### config.mk
export PLATFORM = sky130hd
export DESIGN_NAME = button_debouncer
export DESIGN_NICKNAME = d
export VERILOG_FILES = /design/src/rtl/button_debouncer.sv
export SDC_FILE = /design/constraint.sdc
export NUM_CORES = 1
export LEC_CHECK = 0
export CELL_PAD_IN_SITES_DETAIL_PLACEMENT = 0
export CELL_PAD_IN_SITES_GLOBAL_PLACEMENT = 1
export CORE_MARGIN = 1.5
export CORE_UTILIZATION = 51
export DETAILED_ROUTE_END_ITERATION = 7
export MAX_ROUTING_LAYER = met4
export PLACE_DENSITY = 0.83
export REMOVE_ABC_BUFFERS = 1
export SLEW_MARGIN = 20
export SYNTH_ARGS = -nofsm -noshare
export SYNTH_HDL_FRONTEND = slang
export SYNTH_SLANG_ARGS = --single-unit
### constraint.sdc
create_clock -name clk -period 6.4 [get_ports clk]
set_input_delay 0.64 -clock clk [delete_from_list [all_inputs] [get_ports clk]]
set_output_delay 0.64 -clock clk [all_outputs]
set_load 0.01 [all_outputs]
### src/rtl/button_debouncer.sv
// Pushbutton conditioner: two-flop synchronizer, stability filter, and a
// press/hold FSM producing event pulses, a long-press level and a press count.
module button_debouncer #(
    parameter int STABLE_CYCLES = 50000,
    parameter int FILT_W        = 16,
    parameter int LONG_CYCLES   = 50000000,
    parameter int LONG_W        = 26
) (
    input  logic       clk,
    input  logic       rst_n,
    input  logic       btn_raw,
    output logic       btn_clean,
    output logic       press_pulse,
    output logic       release_pulse,
    output logic       long_press,
    output logic [7:0] press_count
);

    typedef enum logic [1:0] {
        RELEASED = 2'd0,
        PRESSED  = 2'd1,
        LONG     = 2'd2
    } state_e;

    localparam logic [FILT_W-1:0] FILT_MAX = FILT_W'(STABLE_CYCLES - 1);
    localparam logic [LONG_W-1:0] HOLD_MAX = LONG_W'(LONG_CYCLES - 1);

    // sync_q[0] is the metastability catcher, sync_q[1] the usable sample
    logic [1:0]        sync_q;
    logic              s2;
    logic [FILT_W-1:0] filt_q, filt_d;
    logic              clean_q, clean_d;
    logic              fall, rise;

    state_e            state_q;
    logic [LONG_W-1:0] hold_q;
    logic              press_q, release_q, long_q;
    logic [7:0]        count_q;

    assign s2 = sync_q[1];

    always_ff @(posedge clk or negedge rst_n) begin
        if (!rst_n) begin
            sync_q <= 2'b11;
        end else begin
            sync_q <= {sync_q[0], btn_raw};
        end
    end

    // Any sample matching the current level restarts the stability count.
    always_comb begin
        filt_d  = filt_q;
        clean_d = clean_q;
        if (s2 == clean_q) begin
            filt_d = '0;
        end else if (filt_q == FILT_MAX) begin
            clean_d = s2;
            filt_d  = '0;
        end else begin
            filt_d = filt_q + 1'b1;
        end
    end

    always_ff @(posedge clk or negedge rst_n) begin
        if (!rst_n) begin
            filt_q  <= '0;
            clean_q <= 1'b1;
        end else begin
            filt_q  <= filt_d;
            clean_q <= clean_d;
        end
    end

    // Edges are taken from the filter's next state so the pulses register on
    // the same edge that btn_clean changes.
    assign fall = clean_q & ~clean_d;
    assign rise = ~clean_q & clean_d;

    always_ff @(posedge clk or negedge rst_n) begin
        if (!rst_n) begin
            state_q   <= RELEASED;
            hold_q    <= '0;
            press_q   <= 1'b0;
            release_q <= 1'b0;
            long_q    <= 1'b0;
            count_q   <= '0;
        end else begin
            press_q   <= 1'b0;
            release_q <= 1'b0;
            case (state_q)
                RELEASED: begin
                    if (fall) begin
                        state_q <= PRESSED;
                        press_q <= 1'b1;
                        count_q <= count_q + 8'd1;
                        hold_q  <= '0;
                    end
                end
                PRESSED: begin
                    if (rise) begin
                        state_q   <= RELEASED;
                        release_q <= 1'b1;
                        long_q    <= 1'b0;
                        hold_q    <= '0;
                    end else if (hold_q == HOLD_MAX) begin
                        state_q <= LONG;
                        long_q  <= 1'b1;
                    end else begin
                        hold_q <= hold_q + 1'b1;
                    end
                end
                LONG: begin
                    if (rise) begin
                        state_q   <= RELEASED;
                        release_q <= 1'b1;
                        long_q    <= 1'b0;
                        hold_q    <= '0;
                    end
                end
                default: begin
                    state_q <= RELEASED;
                    long_q  <= 1'b0;
                    hold_q  <= '0;
                end
            endcase
        end
    end

    assign btn_clean     = clean_q;
    assign press_pulse   = press_q;
    assign release_pulse = release_q;
    assign long_press    = long_q;
    assign press_count   = count_q;

endmodule
After elaboration in Yosys (flattened, before gate mapping)

Index checks and enable logic that the tools add are counted.

Bitwise gates (word level): 5
Equality and inequality tests: 9
$add $sub $neg: 3
Reductions and logical operators: 6
Muxes and demuxes: 22

Operators with widths:

| kind                    | number |
|---|---|
| $mux W26                | 4 |
| $pmux W26 S3            | 1 |
| $mux W16                | 2 |
| $add A26 B1 Y26 const B | 1 |
| $eq A26 B26 Y1 const B  | 1 |
| $add A16 B1 Y16 const B | 1 |
| $eq A16 B16 Y1 const B  | 1 |
| $mux W1                 | 9 |
| $reduce_and A3 Y1       | 3 |
| $add A8 B1 Y8 const B   | 1 |
| $mux W2                 | 4 |
| $ne A3 B3 Y1 const B    | 2 |
| $pmux W2 S3             | 1 |
| $ne A2 B2 Y1 const B    | 2 |
| $not A1 Y1              | 3 |
| $pmux W1 S3             | 1 |
| $and A1 B1 Y1           | 2 |
| $eq A2 B1 Y1 const B    | 1 |
| $eq A2 B2 Y1 const B    | 1 |
| $logic_not A2 Y1        | 1 |
| $reduce_and A2 Y1       | 1 |
| $reduce_or A2 Y1        | 1 |
| $eq A1 B1 Y1            | 1 |

Bits in registers: 58
Output and inout bits: 12

Logic depth before layout (Yosys ltp)

Gate-level depths: netlist of the first run.

Depth in word-level cells: 7
Depth in mapped cells: 8
Depth with buffers taken out: 6

Worst setup path after synthesis of the first run

OpenSTA, ideal clock, no wires.

Path kind: register -> register
Start: register filt_q[7]
End: register hold_q[8]
Stages on the path, launching flop included: 7
Period minus slack after synthesis: 2.034 ns
Path buffers: 1
Setup slack: 4.366 ns
Arrival: 1.913 ns
Cell sequence: dfrtp_1 > or4_4 > nor4_4 > nand3_1 > buf_2 > a22o_1 > a22o_1

Word-level cells in the longest chain between the ends: 7
Elaborated cells between the ends (all ways): 12

Ends and longest elaborated chain:

| what                        | line | text |
|---|---|---|
| start: declaration          | 31   | `logic [FILT_W-1:0] filt_q, filt_d;` |
| start signal: assignment    | 69   | `filt_q <= filt_d;` |
| $eq A16 B16 Y1 *            | 56   | `end else if (filt_q == FILT_MAX) begin` |
| $mux W1 *                   | 56   |  |
| $mux W1 *                   | 54   | `if (s2 == clean_q) begin` |
| $not A1 Y1                  | 76   | `assign fall = clean_q & ~clean_d;` |
| $and A1 B1 Y1               | 76   |  |
| $ne A2 B2 Y1 (no line)      | -    |  |
| $reduce_and A3 Y1 (no line) | -    |  |
| end signal: assignment      | 109  | `hold_q <= hold_q + 1'b1;` |
| end: declaration            | 36   | `logic [LONG_W-1:0] hold_q;` |

Every way passes the cells marked *; elsewhere a longest branch is shown, timed or not.
A chain may end at the register's enable or synchronous reset.

Worst setup path after layout of the first run

Start: register filt_q[7]
End: register hold_q[7]

The elaborated chain is that of the path after synthesis.

==> results of run 1 <==
## layer usage
metal  up-vias  global-route usage, %  share of wire [%]
met5         -                      -                  0
met4         0                   10.2                1.4
met3         8                   3.63                3.2
met2        58                   37.3                 49
met1      1303                   30.7                 47
li1       1265                      -                  -
## power by group through the flow
stage	clock network (mW)	registers, mW	logic, mW
6_report	0.323	0.371	0.0143
5_1_grt	0.347	0.371	0.0172
4_1_cts	0.333	0.371	0.0150
3_5_place_dp	0	0.378	0.0150
3_3_place_gp	0	0.378	0.0148
2_1_floorplan	0	0.378	0.00481
## flip-flops by register name, indices dropped and copies added, names as in the netlist
name and flops:
btn_clean 1, filt_q 16, hold_q 26, long_press 1, press_count 8, press_pulse 1, release_pulse 1, state_q 2
sync_q 2
## layout make-up
| cell class | instances | area share (%) |
|---|---|---|
| clock buffer | 10 | 3.56 |
| timing repair buffer | 18 | 4.60 |
| clock inverter | 6 | 1.60 |
| sequential | 58 | 40.6 |
| inverter | 14 | 1.46 |
| multi-input combinational | 245 | 45.6 |
| tap | 75 | 2.62 |
## through the flow
stage | hold slack [ns] | utilization (%)
floorplan | 0.344 | -
global placement | 0.346 | 56.7
detailed placement | 0.347 | 56.7
CTS | 0.357 | 59.8
global route | 0.365 | 59.9
finish | 0.355 | 59.9
## worst min-delay path by stage
stage	cells past startpoint	slack (ns)	from	end
after floorplan	0	0.34	rst_n	filt_q[0]$_DFF_PN0_
after global placement	0	0.35	sync_q[0]$_DFF_PN1_	sync_q[1]$_DFF_PN1_
after detailed placement	0	0.35	sync_q[0]$_DFF_PN1_	sync_q[1]$_DFF_PN1_
after CTS	0	0.36	sync_q[0]$_DFF_PN1_	sync_q[1]$_DFF_PN1_
after global routing	0	0.37	sync_q[0]$_DFF_PN1_	sync_q[1]$_DFF_PN1_
final	0	0.36	sync_q[0]$_DFF_PN1_	sync_q[1]$_DFF_PN1_
## kinds of logic (layout without fill, tap and decap cells)
family	Yosys count	in the layout	synth area share, %
adders and majority gates	6	6	2.33
buffers and inverters	25	48	4.01
muxes	9	9	2.84
AOI/OAI and AO/OA	66	66	14.5
and+or+nand+nor	145	145	25.9
DFF	58	58	45.2
xor gates and xnor gates	19	19	5.17
## cells in the mapped netlist (3+ instances only)
library cell / number / area [um2]
nor3_1: 4 / 20.0
o21ai_1: 4 / 20.0
and4_1: 7 / 61.3
clkbuf_1: 3 / 11.3
o2bb2ai_1: 3 / 26.3
nor2b_1: 3 / 18.8
o21ai_0: 10 / 50.1
nor4bb_1: 3 / 30.0
and2_1: 5 / 31.3
nor4_1: 5 / 31.3
xor2_1: 9 / 78.8
buf_6: 4 / 45.0
a21oi_1: 6 / 30.0
or4b_1: 3 / 30.0
a31oi_1: 4 / 25.0
and3_1: 11 / 68.8
nand4_1: 19 / 119
nand3_1: 22 / 110
nand2_1: 22 / 82.6
inv_1: 14 / 52.6
dfstp_2: 3 / 78.8
xnor2_1: 10 / 87.6
o22ai_1: 5 / 31.3
mux2i_1: 8 / 80.1
nor2_1: 26 / 97.6
ha_1: 6 / 75.1
a22oi_1: 12 / 90.1
dfrtp_1: 55 / 1380
buf_2: 4 / 20.0
or3_1: 3 / 18.8
## worst max-delay path, cell delays in order, from the launching register on
cell and delay (ns):
dfrtp_1 0.44, or4_4 0.59, nor4_4 0.24, nand3_1 0.70
and3_1 0.45, or3_1 0.33
==> metrics.yaml, run 1 <==
die_area_um2: 6790
core_area_um2: 5990
internal_power_mw: 0.549
multiInputGateArea_um2: 1640
rr_endpoint: "hold_q[7]$_DFFE_PN0P_"
power.leakage_nw: 1.53
remaining_drc_errors: 0
placed_cell_area_um2: 3400
synth_cell_types: 56
final_common_cell: "dfrtp_1"
final_nets: 355
clk_path_buf_depth: 2
timing.rr.start: "filt_q[7]$_DFF_PN0_"
netSwitchingPower_mw: 0.159
yosysWarnings: 0
drt_iter0_markers: 165
seqPwrFrac_pct: 52.4
dp.cells: 410
startpoint_type: "flip-flop"
wl_mm: 6.88
fp.dieH_um: 82.4
reg2reg_depth: 5
diodes: 0
nFillCells: 521
ys_ff_latch: 58
cp.required_ns: 6.62
status: "complete, no violations"
viasPerCell: 6.18
grt_pass1_vias: 2443
gp_congestion: 0.778
vias: 2634
clk_latency_ns: 0.33
synth.yosys.seq_area_share_pct: 45.2
netlist_area_um2: 3220
synth_cells: 328
worstMarginPinSlew_ns: 0.899
critPathCapture: "hold_q[7]$_DFFE_PN0P_"
drtAntennaViolNets: 0
rsz0062_at_grt: "no"
cts_setup_buffers: 0
drive_above_1_share_pct: 8.83
ioPinCount: 15
hold_class: "reg2reg"
cts.sinks: 58
total_power_mw: 0.709
grt_overflow: 0
reg2reg_slack_ns: 3.53
pwr-share-comb_pct: 2.0
layout_min_cycle_time_ns: 2.87
syn_area_per_cell_um2: 9.81
fin_ws_ns: 3.53
drv_slew: 0
layout_common_cells: "55 x dfrtp_1, 26 x nor2_1, 22 x nand3_1, 22 x nand2_1, 19 x nand4_1"
seqCellArea_um2: 1460
setup-tns-final_ns: 0
synthArstFlopShare_pct: 100
setup_viol: 0
cts_buffers: 9
postCtsHoldBufs: 0
grtUsageTotal_pct: 23.8
arrival_ns: 3.09
grt_pass1_wl_mm: 11.7
initial_utilization_pct: 53.7
max_clock_freq_mhz: 349
crit_fanout: 21
wl_per_cell_um: 16.2
htree_levels: 3
synthFlopType: "dfrtp_1"
synth_edf_count: 0
finalCritPeriodShare_pct: 44.8
worstSetupPathType: "reg2reg"
irDropWorstVdd_v: 0.000135
cts-root-buf: "clkbuf_8"
final_area_um2: 3590
startpoint: "filt_q[7]$_DFF_PN0_"
antenna_found_initial: 0
cap_violations: 0
layoutNonFillerInstCount: 426
powerDensity_nw_per_um2: 198
clk_pin_slew_ns: 0.07
cts_resized: 0
end_kind: "flip-flop"
first_pass_iters: 5
dp_hpwl_mm: 4.46
switching_share_pct: 22.5
fp-row-count: 28
grt_max_degree: 59
power_frac_clock_pct: 45.6
fin_worst_skew_ns: 0.00854
dieWidth_um: 82.4
numPortBuffers: 14
slew_headroom_pct: 39.6
tritoncts: "built"
areaGrowthSynthToFinish_pct: 11.6
post-place-ws_ns: 3.53
finalHoldViolCount: 0
(Power assumes the default switching activity.)
==> run 2, diff against run 1 <==
CORE_UTILIZATION = 43   (was 51)
PLACE_DENSITY = 0.75   (was 0.83)
clock period = 2.4 ns   (was 6.4 ns; I/O delays follow)
==> run 2 against run 1 <==
Setup slack lost 3.4 ns. Power grew to 2.8 times the previous value. Design area grew 6.2%. Sequential share of layout area shrank 2.4 points. Sequential power grew to 2.7 times the previous value. Critical endpoint unchanged. First-iteration DRC count shrank 10%. Count of clock-buffer cells in the layout grew 4. Largest cell class unchanged.
==> metrics.yaml, run 2 (same netlist as run 1, synthesis figures left out) <==
status: "complete, no violations"
post-place-ws_ns: 0.144
tritoncts: "built"
clk_path_buf_depth: 2
netSwitchingPower_mw: 0.418
irDropWorstVdd_v: 0.000325
cts-root-buf: "clkbuf_8"
finalCritPeriodShare_pct: 95.8
grt_max_degree: 29
dp_hpwl_mm: 5.27
areaGrowthSynthToFinish_pct: 18.4
cap_violations: 0
die_area_um2: 8010
drtAntennaViolNets: 0
viasPerCell: 5.67
crit_fanout: 9
clk_latency_ns: 0.34
final_nets: 379
seqPwrFrac_pct: 50.7
grt_overflow: 0
initial_utilization_pct: 44.4
cts.sinks: 58
internal_power_mw: 1.53
nFillCells: 721
layout_min_cycle_time_ns: 2.30
largest_register: "hold_q"
total_power_mw: 1.95
cp.required_ns: 2.62
htree_levels: 3
antenna_found_initial: 0
diodes: 0
final_common_cell: "dfrtp_1"
gp_congestion: 0.840
largest_reg_flops: 26
max_clock_freq_mhz: 435
wl_per_cell_um: 15.6
dieWidth_um: 89.5
ioPinCount: 15
fin_ws_ns: 0.102
grt_pass1_vias: 2612
hold_class: "in2reg"
grt_pass1_wl_mm: 12.5
setup_viol: 0
numPortBuffers: 14
slew_headroom_pct: 48.2
layout_common_cells: "55 x dfrtp_1, 27 x buf_4, 26 x nor2_1, 22 x nand3_1, 22 x nand2_1"
setup-tns-final_ns: 0
layoutNonFillerInstCount: 474
wl_mm: 7.40
powerDensity_nw_per_um2: 512
power_frac_clock_pct: 47.0
finalHoldViolCount: 0
power.leakage_nw: 1.65
first_pass_iters: 4
worstSetupPathType: "reg2reg"
placed_cell_area_um2: 3600
arrival_ns: 2.52
final_util_pct: 52.5
fp-row-count: 31
pwr-share-comb_pct: 2.3
clk_pin_slew_ns: 0.06
vias: 2687
drt_iter0_markers: 148
dp.cells: 457
rsz0062_at_grt: "no"
core_area_um2: 7250
cts_buffers: 9
startpoint_type: "flip-flop"
worstMarginPinSlew_ns: 0.778
drv_slew: 0
remaining_drc_errors: 0
final_area_um2: 3810
hold_ws_ns: 0.314
drive_above_1_share_pct: 13.6
fp.dieH_um: 89.5
grtUsageTotal_pct: 21.1
fin_worst_skew_ns: 0.00898
switching_share_pct: 21.4
end_kind: "flip-flop"
## run 2: power groups by stage
stage          sequential [mW]  combinational [mW]  clock (mW)
6_report                 0.990              0.0441       0.918
5_1_grt                  0.989              0.0529       0.989
3_3_place_gp              1.01              0.0438           0
2_1_floorplan             1.01              0.0128           0
3_5_place_dp              1.01              0.0457           0
4_1_cts                  0.989              0.0471       0.942
## run 2: path summary, 6_finish.rpt
| kind | endpoint | start | cells after the start | slack [ns] |
|---|---|---|---|---|
| max in group asynchronous | hold_q[10]$_DFFE_PN0P_ | rst_n | 3 | 1.25 |
| worst min register to register | sync_q[1]$_DFF_PN1_ | sync_q[0]$_DFF_PN1_ | 0 | 0.36 |
| worst max-delay path | hold_q[7]$_DFFE_PN0P_ | filt_q[7]$_DFF_PN0_ | 5 | 0.10 |
| worst max register to register | hold_q[7]$_DFFE_PN0P_ | filt_q[7]$_DFF_PN0_ | 5 | 0.10 |
| worst min-delay path | sync_q[0]$_DFF_PN1_ | btn_raw | 1 | 0.31 |
| min in group asynchronous | release_pulse$_DFF_PN0_ | rst_n | 2 | 0.46 |
## run 2: cell type report
cell class,instances,area [um2],share of cell area [%]
sequential,58,1460,38.2
multi-input combinational,245,1630,42.9
clock buffer,14,163,4.27
inverter,14,52.6,1.38
tap,99,124,3.25
clock inverter,2,35.0,0.920
timing repair buffer,42,348,9.13
## run 2: what timing repair did
item / in CTS / in global routing
hold buffers: 1 / 0
endpoints found under the hold margin: 23 / 0
buffers inserted: 0 / 0
setup endpoints to repair: 0 / 0
gates resized for setup: 0 / 0
## run 2: layer usage
layer | vias to the layer above | share of wire, % | wire length [um] | GRT usage, %
li1 | 1322 | - | - | -
met2 | 35 | 47 | 3500 | 33.5
met5 | - | 0 | 0 | -
met1 | 1323 | 49 | 3640 | 26.8
met3 | 7 | 2.4 | 179 | 4.06
met4 | 0 | 1.1 | 79 | 7.55
## run 2: worst max-delay path, cell delays in order (launching register included)
cell and delay [ns]:
dfrtp_1 0.38, or4_4 0.57, nor4_1 0.30, a21oi_1 0.33
and3_1 0.28, or3_1 0.33
==> run 3, diff against run 2 <==
CORE_UTILIZATION = 30   (was 43)
PLACE_DENSITY = 0.55   (was 0.75)
SETUP_SLACK_MARGIN = 0.1   (was unset)
==> run 3 against run 2 <==
Critical path depth unchanged. Fmax rose by 3.5%. Non-clock buffer count increased by 3. Routed wire length grew 9.3%. Design area grew 3.8%. Combinational power grew 6.1%. Cell count rose by 8.4%. Die area increased by 42%. Largest cell class unchanged.
==> metrics.yaml, run 3 (same netlist as run 1, synthesis figures left out) <==
cp_slowest_stage_delay_ns: 0.58
tritoncts: "built"
cts.sinks: 58
grt_pass1_vias: 2650
fp-row-count: 37
powerDensity_nw_per_um2: 530
final_common_cell: "dfrtp_1"
fp.dieH_um: 107
drv_slew: 0
worstSetupPathType: "reg2reg"
hold_class: "in2reg"
dieWidth_um: 107
antenna_found_initial: 0
end_kind: "flip-flop"
cts_buffers: 9
slew_headroom_pct: 53.5
setup-tns-final_ns: 0
finalHoldViolCount: 0
rsz0062_at_grt: "no"
arrival_ns: 2.49
status: "complete, no violations"
wl_per_cell_um: 15.7
max_clock_freq_mhz: 450
clk_path_buf_depth: 2
dp.cells: 494
grt_overflow: 0
min_from: "btn_raw"
dp_hpwl_mm: 5.59
crit_fanout: 10
startpoint_type: "flip-flop"
drt_iter0_markers: 115
worstMarginPinSlew_ns: 0.698
first_pass_iters: 6
viasPerCell: 5.20
final_nets: 382
drtAntennaViolNets: 0
layoutNonFillerInstCount: 514
worst_hold_path.endpoint: "sync_q[0]$_DFF_PN1_"
irDropWorstVdd_v: 0.000228
reg2reg_slack_ns: 0.18
areaGrowthSynthToFinish_pct: 22.9
cp.required_ns: 2.66
cap_violations: 0
cts-root-buf: "clkbuf_8"
vias: 2674
layout_min_cycle_time_ns: 2.22
die_area_um2: 11400
finalCritPeriodShare_pct: 92.5
clk_pin_slew_ns: 0.07
numPortBuffers: 14
clk_latency_ns: 0.34
gp_congestion: 0.837
slowest_stage: "or4_4"
grt_pass1_wl_mm: 13.6
core_area_um2: 10400
rr_endpoint: "hold_q[3]$_DFFE_PN0P_"
diodes: 0
grtUsageTotal_pct: 15.9
drive_above_1_share_pct: 15.9
cp_cell_sequence: "or4_4 > o41ai_2 > o2111a_2 > or4b_1 > nand3_1"
reg2reg_depth: 5
htree_levels: 3
largest_reg_flops: 26
layout_common_cells: "55 x dfrtp_1, 28 x buf_4, 26 x nor2_1, 22 x nand3_1, 22 x nand2_1"
ioPinCount: 15
fin_worst_skew_ns: 0.0155
wl_mm: 8.09
power.leakage_nw: 1.70
remaining_drc_errors: 0
initial_utilization_pct: 31.0
hold_depth: 1
timing.rr.start: "filt_q[7]$_DFF_PN0_"
largest_register: "hold_q"
setup_viol: 0
grt_max_degree: 31
==> run 3: final cells by class <==
| cell class | count | area, um2 |
|---|---|---|
| clock buffers | 12 | 155 |
| clock inverters | 4 | 73.8 |
| fillers | 1073 | 6420 |
| inverters | 14 | 52.6 |
| multi-input cells | 245 | 1650 |
| flip-flops and latches | 58 | 1460 |
| well taps | 136 | 170 |
| repair buffers | 45 | 395 |
==> run 3: stage by stage <==
stage | setup slack [ns] | cell area, um2 | utilization, % | hold slack [ns] | total power, mW
6_report | 0.179 | 3950 | 38.1 | 0.312 | 2.09
5_1_grt | 0.103 | 3950 | 38.1 | 0.292 | 2.19
4_1_cts | 0.161 | 3920 | 37.8 | 0.293 | 2.13
3_5_place_dp | 0.100 | 3670 | 35.4 | 0.330 | 1.06
3_3_place_gp | 0.0456 | 3670 | 35.4 | 0.333 | 1.06
2_1_floorplan | -0.00563 | 3140 | - | -0.0556 | 1.02
==> run 3: what timing repair did <==
item                                    4_1_cts  5_1_grt
hold buffers                                  1        0
hold endpoints to repair                     26        0
gates resized for setup                       1        3
pin swaps                                     0        1
endpoints found under the setup margin        1       23
setup buffers                                 0        3
==> run 3: power breakdown <==
part | switching (mW) | internal [mW] | total, mW
registers | 0.00554 | 0.984 | 0.990
clock network | 0.414 | 0.642 | 1.06
logic | 0.0332 | 0.0136 | 0.0468
total | 0.453 | 1.64 | 2.09
==> run 3: how the worst max path moves through the flow <==
stage | from | endpoint
CTS | filt_q[7]$_DFF_PN0_ | hold_q[7]$_DFFE_PN0P_
finish | filt_q[7]$_DFF_PN0_ | hold_q[3]$_DFFE_PN0P_
detailed placement | filt_q[7]$_DFF_PN0_ | hold_q[7]$_DFFE_PN0P_
global route | filt_q[10]$_DFF_PN0_ | hold_q[20]$_DFFE_PN0P_
floorplan | filt_q[7]$_DFF_PN0_ | hold_q[7]$_DFFE_PN0P_
global placement | filt_q[7]$_DFF_PN0_ | hold_q[7]$_DFFE_PN0P_
==> run 3: worst max-delay path, delay by kind of cell (launching register included) <==
family / cells / cell delay [ns]
AOI/OAI and AO/OA: 2 / 0.65
DFF: 1 / 0.38
and+or+nand+nor: 3 / 1.13
==> run 3: layer usage <==
layer / up-vias / global-route usage, % / wire length (um)
li1: 1325 / - / -
met3: 6 / 3.56 / 225
met1: 1291 / 19.8 / 3900
met4: 0 / 5.33 / 55
met5: - / - / 0
met2: 52 / 25.4 / 3900
